===== config.mk =====
export PLATFORM = sky130hd
export DESIGN_NAME = fetch_sequencer
export DESIGN_NICKNAME = d
export VERILOG_FILES = /design/src/rtl/fetch_sequencer.sv
export SDC_FILE = /design/constraint.sdc
export NUM_CORES = 1
export LEC_CHECK = 0
export CORE_MARGIN = 1.5
export CORE_UTILIZATION = 35
export DETAILED_ROUTE_END_ITERATION = 16
export PLACE_DENSITY = 0.78
export SYNTH_ARGS = -nofsm -noshare
export SYNTH_HDL_FRONTEND = slang
export SYNTH_SLANG_ARGS = --single-unit
export TNS_END_PERCENT = 30

===== constraint.sdc =====
create_clock -name Clk -period 2.81 [get_ports Clk]
set_input_delay 0.843 -clock Clk [delete_from_list [all_inputs] [get_ports Clk]]
set_output_delay 0.843 -clock Clk [all_outputs]
set_load 0.01 [all_outputs]

===== src/rtl/fetch_sequencer.sv =====
// Fetch/decode/execute control sequencer that drives the shared 16-bit bus strobes.
// Latency: strobes are a combinational decode of the current step; the datapath acts on them at the edge ending that step.
// Backpressure: Enable=0 freezes the step counter and forces all strobes low; HALT is left only through Rst.
module fetch_sequencer #(
  parameter bit HALT_ON_UNDEFINED = 1'b0
) (
  input  logic        Clk,
  input  logic        Rst,
  input  logic        Enable,
  input  logic [15:0] Ir,
  input  logic        ZeroFlag,
  input  logic        CarryFlag,
  output logic        ProgramCounterOut,
  output logic        CountEnable,
  output logic        Jump,
  output logic        MarLoad,
  output logic        RamOut,
  output logic        RamWrite,
  output logic        IrLoad,
  output logic        IrOut,
  output logic        AccLoad,
  output logic        AccOut,
  output logic        BLoad,
  output logic        AluOut,
  output logic        AluSub,
  output logic        FlagsLoad,
  output logic        Halted
);

  typedef enum logic [2:0] {
    T0 = 3'd0,
    T1 = 3'd1,
    T2 = 3'd2,
    T3 = 3'd3,
    T4 = 3'd4
  } step_t;

  localparam logic [3:0] OP_NOP = 4'h0;
  localparam logic [3:0] OP_LDA = 4'h1;
  localparam logic [3:0] OP_STA = 4'h2;
  localparam logic [3:0] OP_ADD = 4'h3;
  localparam logic [3:0] OP_SUB = 4'h4;
  localparam logic [3:0] OP_LDI = 4'h5;
  localparam logic [3:0] OP_JMP = 4'h6;
  localparam logic [3:0] OP_JZ  = 4'h7;
  localparam logic [3:0] OP_JC  = 4'h8;
  localparam logic [3:0] OP_HLT = 4'hF;

  step_t      step_q, step_d;
  logic       halt_q, halt_d;
  logic [3:0] opcode;
  logic       op_defined;
  logic       op_halts;
  logic       op_two_cycle;

  assign opcode     = Ir[15:12];
  assign op_defined = (opcode <= OP_JC) || (opcode == OP_HLT);
  // Undefined opcodes either behave as HLT or as NOP, selected at build time.
  assign op_halts     = (opcode == OP_HLT) || (!op_defined && HALT_ON_UNDEFINED);
  assign op_two_cycle = (opcode == OP_NOP) || (!op_defined && !HALT_ON_UNDEFINED);

  // Step counter and halt flag, asynchronously cleared to T0 / running.
  always_ff @(posedge Clk or posedge Rst) begin
    if (Rst) begin
      step_q <= T0;
      halt_q <= 1'b0;
    end else begin
      step_q <= step_d;
      halt_q <= halt_d;
    end
  end

  // Next-step selection and strobe decode for the current step.
  always_comb begin
    step_d            = step_q;
    halt_d            = halt_q;
    ProgramCounterOut = 1'b0;
    CountEnable       = 1'b0;
    Jump              = 1'b0;
    MarLoad           = 1'b0;
    RamOut            = 1'b0;
    RamWrite          = 1'b0;
    IrLoad            = 1'b0;
    IrOut             = 1'b0;
    AccLoad           = 1'b0;
    AccOut            = 1'b0;
    BLoad             = 1'b0;
    AluOut            = 1'b0;
    AluSub            = 1'b0;
    FlagsLoad         = 1'b0;
    Halted            = halt_q && !Rst;

    if (Rst) begin
      // Outputs stay quiet while reset is asserted; the flops clear asynchronously.
      step_d = T0;
      halt_d = 1'b0;
    end else if (halt_q) begin
      step_d = T0;
    end else if (Enable) begin
      case (step_q)
        T0: begin
          ProgramCounterOut = 1'b1;
          MarLoad           = 1'b1;
          step_d            = T1;
        end
        T1: begin
          RamOut      = 1'b1;
          IrLoad      = 1'b1;
          CountEnable = 1'b1;
          // Only the next-step choice looks at Ir here, so a NOP finishes in two cycles.
          step_d      = op_two_cycle ? T0 : T2;
        end
        T2: begin
          step_d = T0;
          if (op_halts) begin
            halt_d = 1'b1;
          end else begin
            case (opcode)
              OP_LDA, OP_STA, OP_ADD, OP_SUB: begin
                IrOut   = 1'b1;
                MarLoad = 1'b1;
                step_d  = T3;
              end
              OP_LDI: begin
                IrOut   = 1'b1;
                AccLoad = 1'b1;
              end
              OP_JMP: begin
                IrOut = 1'b1;
                Jump  = 1'b1;
              end
              OP_JZ: begin
                IrOut = ZeroFlag;
                Jump  = ZeroFlag;
              end
              OP_JC: begin
                IrOut = CarryFlag;
                Jump  = CarryFlag;
              end
              default: ;
            endcase
          end
        end
        T3: begin
          step_d = T0;
          case (opcode)
            OP_LDA: begin
              RamOut  = 1'b1;
              AccLoad = 1'b1;
            end
            OP_STA: begin
              AccOut   = 1'b1;
              RamWrite = 1'b1;
            end
            OP_ADD, OP_SUB: begin
              RamOut = 1'b1;
              BLoad  = 1'b1;
              step_d = T4;
            end
            default: ;
          endcase
        end
        T4: begin
          step_d = T0;
          if (opcode == OP_ADD || opcode == OP_SUB) begin
            AluOut    = 1'b1;
            AccLoad   = 1'b1;
            FlagsLoad = 1'b1;
            AluSub    = (opcode == OP_SUB);
          end
        end
        default: step_d = T0;
      endcase
    end
  end

endmodule


==> flow_summary.json <==
{
  "grt_util_all_layers_pct": 23.65,
  "fp.dieArea_sq_mm": 0.001816,
  "crit_cells": 7,
  "placed_wire_length_estimate_after_detailed_placement_microns": 1276,
  "r2r_end": "step_q[1]",
  "fin_crit_sh_pct": 105.0,
  "synthMostInstantiatedCell": "nor2_1",
  "cts.reportedPaths.clkPinSlew_ns": 0.04,
  "synth-adder-area-share_pct": 0,
  "grt_max_degree": 13,
  "finalHoldViolations": 0,
  "setup.worst_path.end_class": "output port",
  "netlist_area_sq_um": 549.3,
  "tritoncts": "done",
  "post_synth_num_cell_types": 35,
  "cts-hold-fix-buffers": 0,
  "totalWireLength_microns": 2133,
  "drcViolationCount": 0,
  "synth_compound_gate_area_share_pct": 22.10,
  "chipWidth_microns": 42.62,
  "slowest_delay_ns": 0.36,
  "status": "complete, but fails checks",
  "post_synthesis_share_of_cell_area_spent_on_xor_and_xnor_gates_pct": 1.595,
  "vias": 807,
  "leak_pwr_nw": 0.5052,
  "grt_first_pass_wirelength_microns": 3229,
  "crit_family": "simple AND/OR/NAND/NOR gates",
  "synthesis.nets": 101,
  "final.min_clock_period_ns": 2.949,
  "number_of_synthesis_warnings": 0,
  "synth_mux_area_share_pct": 0,
  "worst_r2r_startpoint": "step_q[1]",
  "worst-r2r-setup-slack_ns": 1.18,
  "ff2ff_path_depth": 4,
  "critPathRequiredTime_ns": 1.97,
  "areaGrowthSynthToFinish_pct": 89.98,
  "synth_top_cells_by_area": "dfrtp_1 18%, nor2_1 8.9%, nand2_1 6.2%, a21oi_1 5.5%, nor4b_4 4.3%",
  "worstSkewPairLatency_ns": 0.24,
  "cp.buffers_inverters": 3,
  "routed_wire_per_std_cell_microns": 14.41,
  "die_h_microns": 42.62,
  "htree_num_levels": 1,
  "pre_cts_slack_ns": -0.8816,
  "routed_via_density": 5.453,
  "detail_route.first_pass.iterations": 4,
  "synthSimpleGateAreaFrac_pct": 44.42,
  "netlist_instances": 80,
  "flop_and_latch_count_out_of_synthesis": 4,
  "antenna_violations_before_repair": 0,
  "ctsLongestPathBuffers": 2,
  "setup_viol_count_final": 9,
  "synth_enable_flop_cells": 0,
  "largest_family_of_logic_cells_by_synthesized_area": "simple AND/OR/NAND/NOR gates",
  "yosysTopAreaCell": "dfrtp_1",
  "power-per-cell-area_mw_per_mm2": 232.2,
  "fin_ws_ns": -0.1395,
  "synth_top_area_share_pct": 18.22,
  "port_buffers": 23,
  "clock-skew-final_ns": 0.001507,
  "diodes": 0,
  "drive_above_1_share_pct": 55.30,
  "initial_core_util_pct": 36.89,
  "io_pins": 36,
  "crit_start": "Rst",
  "max_cap_viol_count": 0,
  "critPathMaxFanout": 2,
  "violated_checks": "setup timing",
  "synth_commonest_cells": "13 x nor2_1, 9 x nand2_1, 6 x a21oi_1, 5 x inv_1, 4 x dfrtp_1",
  "drt_iter0_drc": 36,
  "crit_type": "in -> out",
  "first_global_vias": 753,
  "rsz0062_at_grt": "yes",
  "cts-root-buf": "clkbuf_4",
  "gp_congestion": 0.8521,
  "nNetsFinal": 155,
  "asyncSetResetFlopFracSynth_pct": 100.0,
  "row_count": 14,
  "vdd_ir_drop_max_mv": 0.2272,
  "worst_ep_arrival_time_ns": 2.11,
  "mean_instance_size_in_the_synthesized_netlist_sq_um": 6.866,
  "ant_nets": 0,
  "critical_path.endpoint": "IrOut",
  "max_slew.worst_pin.slew_ns": 0.4878,
  "critPathLaunchType": "input pin",
  "nFillCells": 111,
  "synth_seq_area_share_pct": 18.22,
  "post-place-cells": 129,
  "synth_ff_type": "dfrtp_1",
  "clock_sink_count": 4,
  "slowest_stage": "or3_4",
  "instances_no_fill": 148,
  "crit_chain": "buf_6 -> nor4b_4 -> buf_4 -> nand2_2 -> or3_4 -> a211oi_2 -> buf_2",
  "core_sq_mm": 0.001489,
  "fmax_mhz": 339.0,
  "cts_buffers": 3,
  "grt_remaining_overflow": 0,
  "worst_hold_slack_ns": 0.6292,
  "holdCritPathClass": "in -> async",
  "slew_headroom_pct": 67.48,
  "timing_max_transition_violations_final": 0
}
[cells in the final DEF, fill, tap and decap left out, types with 2 or more instances in the layout]
cell / netlist / final
nand2_2: 0 / 2
dlygate4sd2_1: 0 / 2
clkdlybuf4s50_1: 0 / 3
a21oi_1: 6 / 6
a31oi_1: 2 / 2
buf_6: 1 / 6
nor2_1: 13 / 12
buf_4: 3 / 31
dfrtp_1: 4 / 4
clkbuf_4: 0 / 3
nor3_1: 3 / 2
inv_1: 5 / 5
nand2_1: 9 / 6
nand4_1: 3 / 3
buf_2: 3 / 15
nand2b_1: 3 / 3
[flip-flops by register name (all words and copies together), names as in the netlist]
signal and count:
step_q 3, halt_q 1
[cell type report]
cell class | instances | area (sq um) | area share (%)
Clock buffer | 3 | 22.52 | 2.158
Inverter | 5 | 18.77 | 1.799
Multi-Input combinational cell | 62 | 449.2 | 43.05
Sequential cell | 4 | 100.1 | 9.592
Tap cell | 16 | 20.02 | 1.918
Timing Repair Buffer | 58 | 432.9 | 41.49
[power breakdown]
part	total [mW]	switching [mW]	internal [mW]
Sequential	0.0629	0.00330	0.0596
Clock	0.0721	0.0243	0.0478
Combinational	0.107	0.0511	0.0563
[layer usage]
metal | part of all wire (%) | vias up | global-route usage (%) | wire length [microns]
met3 | 4.9 | 6 | 1.724 | 105
met4 | 1.9 | 0 | 6.875 | 41
met2 | 54 | 31 | 43.08 | 1153
li1 | - | 387 | - | -
met5 | 0 | - | 0 | 0
met1 | 39 | 383 | 29.32 | 833
[worst min-delay path by stage]
stage              start         to  slack, ns  depth (start not counted)
2_1_floorplan     halt_q     halt_q       0.57                          2
3_3_place_gp   step_q[2]  step_q[2]       0.62                          2
3_5_place_dp   step_q[2]  step_q[2]       0.62                          2
4_1_cts              Rst  step_q[1]       0.62                          3
5_1_grt              Rst  step_q[1]       0.65                          3
6_report             Rst  step_q[1]       0.63                          3
[kinds of logic after synthesis]
family                    Yosys count
buffers and inverters              14
and+or+nand+nor                    43
xor gates and xnor gates            1
DFF                                 4
AOI/OAI and AO/OA                  18
[stage by stage]
step           setup TNS (ns)  total power, mW  util, %  cell area [sq um]
6_report              -0.6121           0.2423    70.08               1044
5_1_grt                -1.083           0.2538    70.08               1044
4_1_cts              -0.08038           0.2323    66.05              983.4
3_5_place_dp           -10.35           0.1458    59.66              888.4
3_3_place_gp           -9.815           0.1435    59.66              888.4
2_1_floorplan        -0.02179           0.1047        -              551.8
[tightest hold or removal path, stage by stage]
cell   delay [ns]
buf_6        0.10
buf_4        0.14
inv_1        0.14
[timing repair]
item                       in CTS  in global routing
resized for setup              86                  8
setup endpoints to repair      15                 10
pin swaps                      12                  4
buffers inserted               13                  3
(Power assumes the default switching activity.)
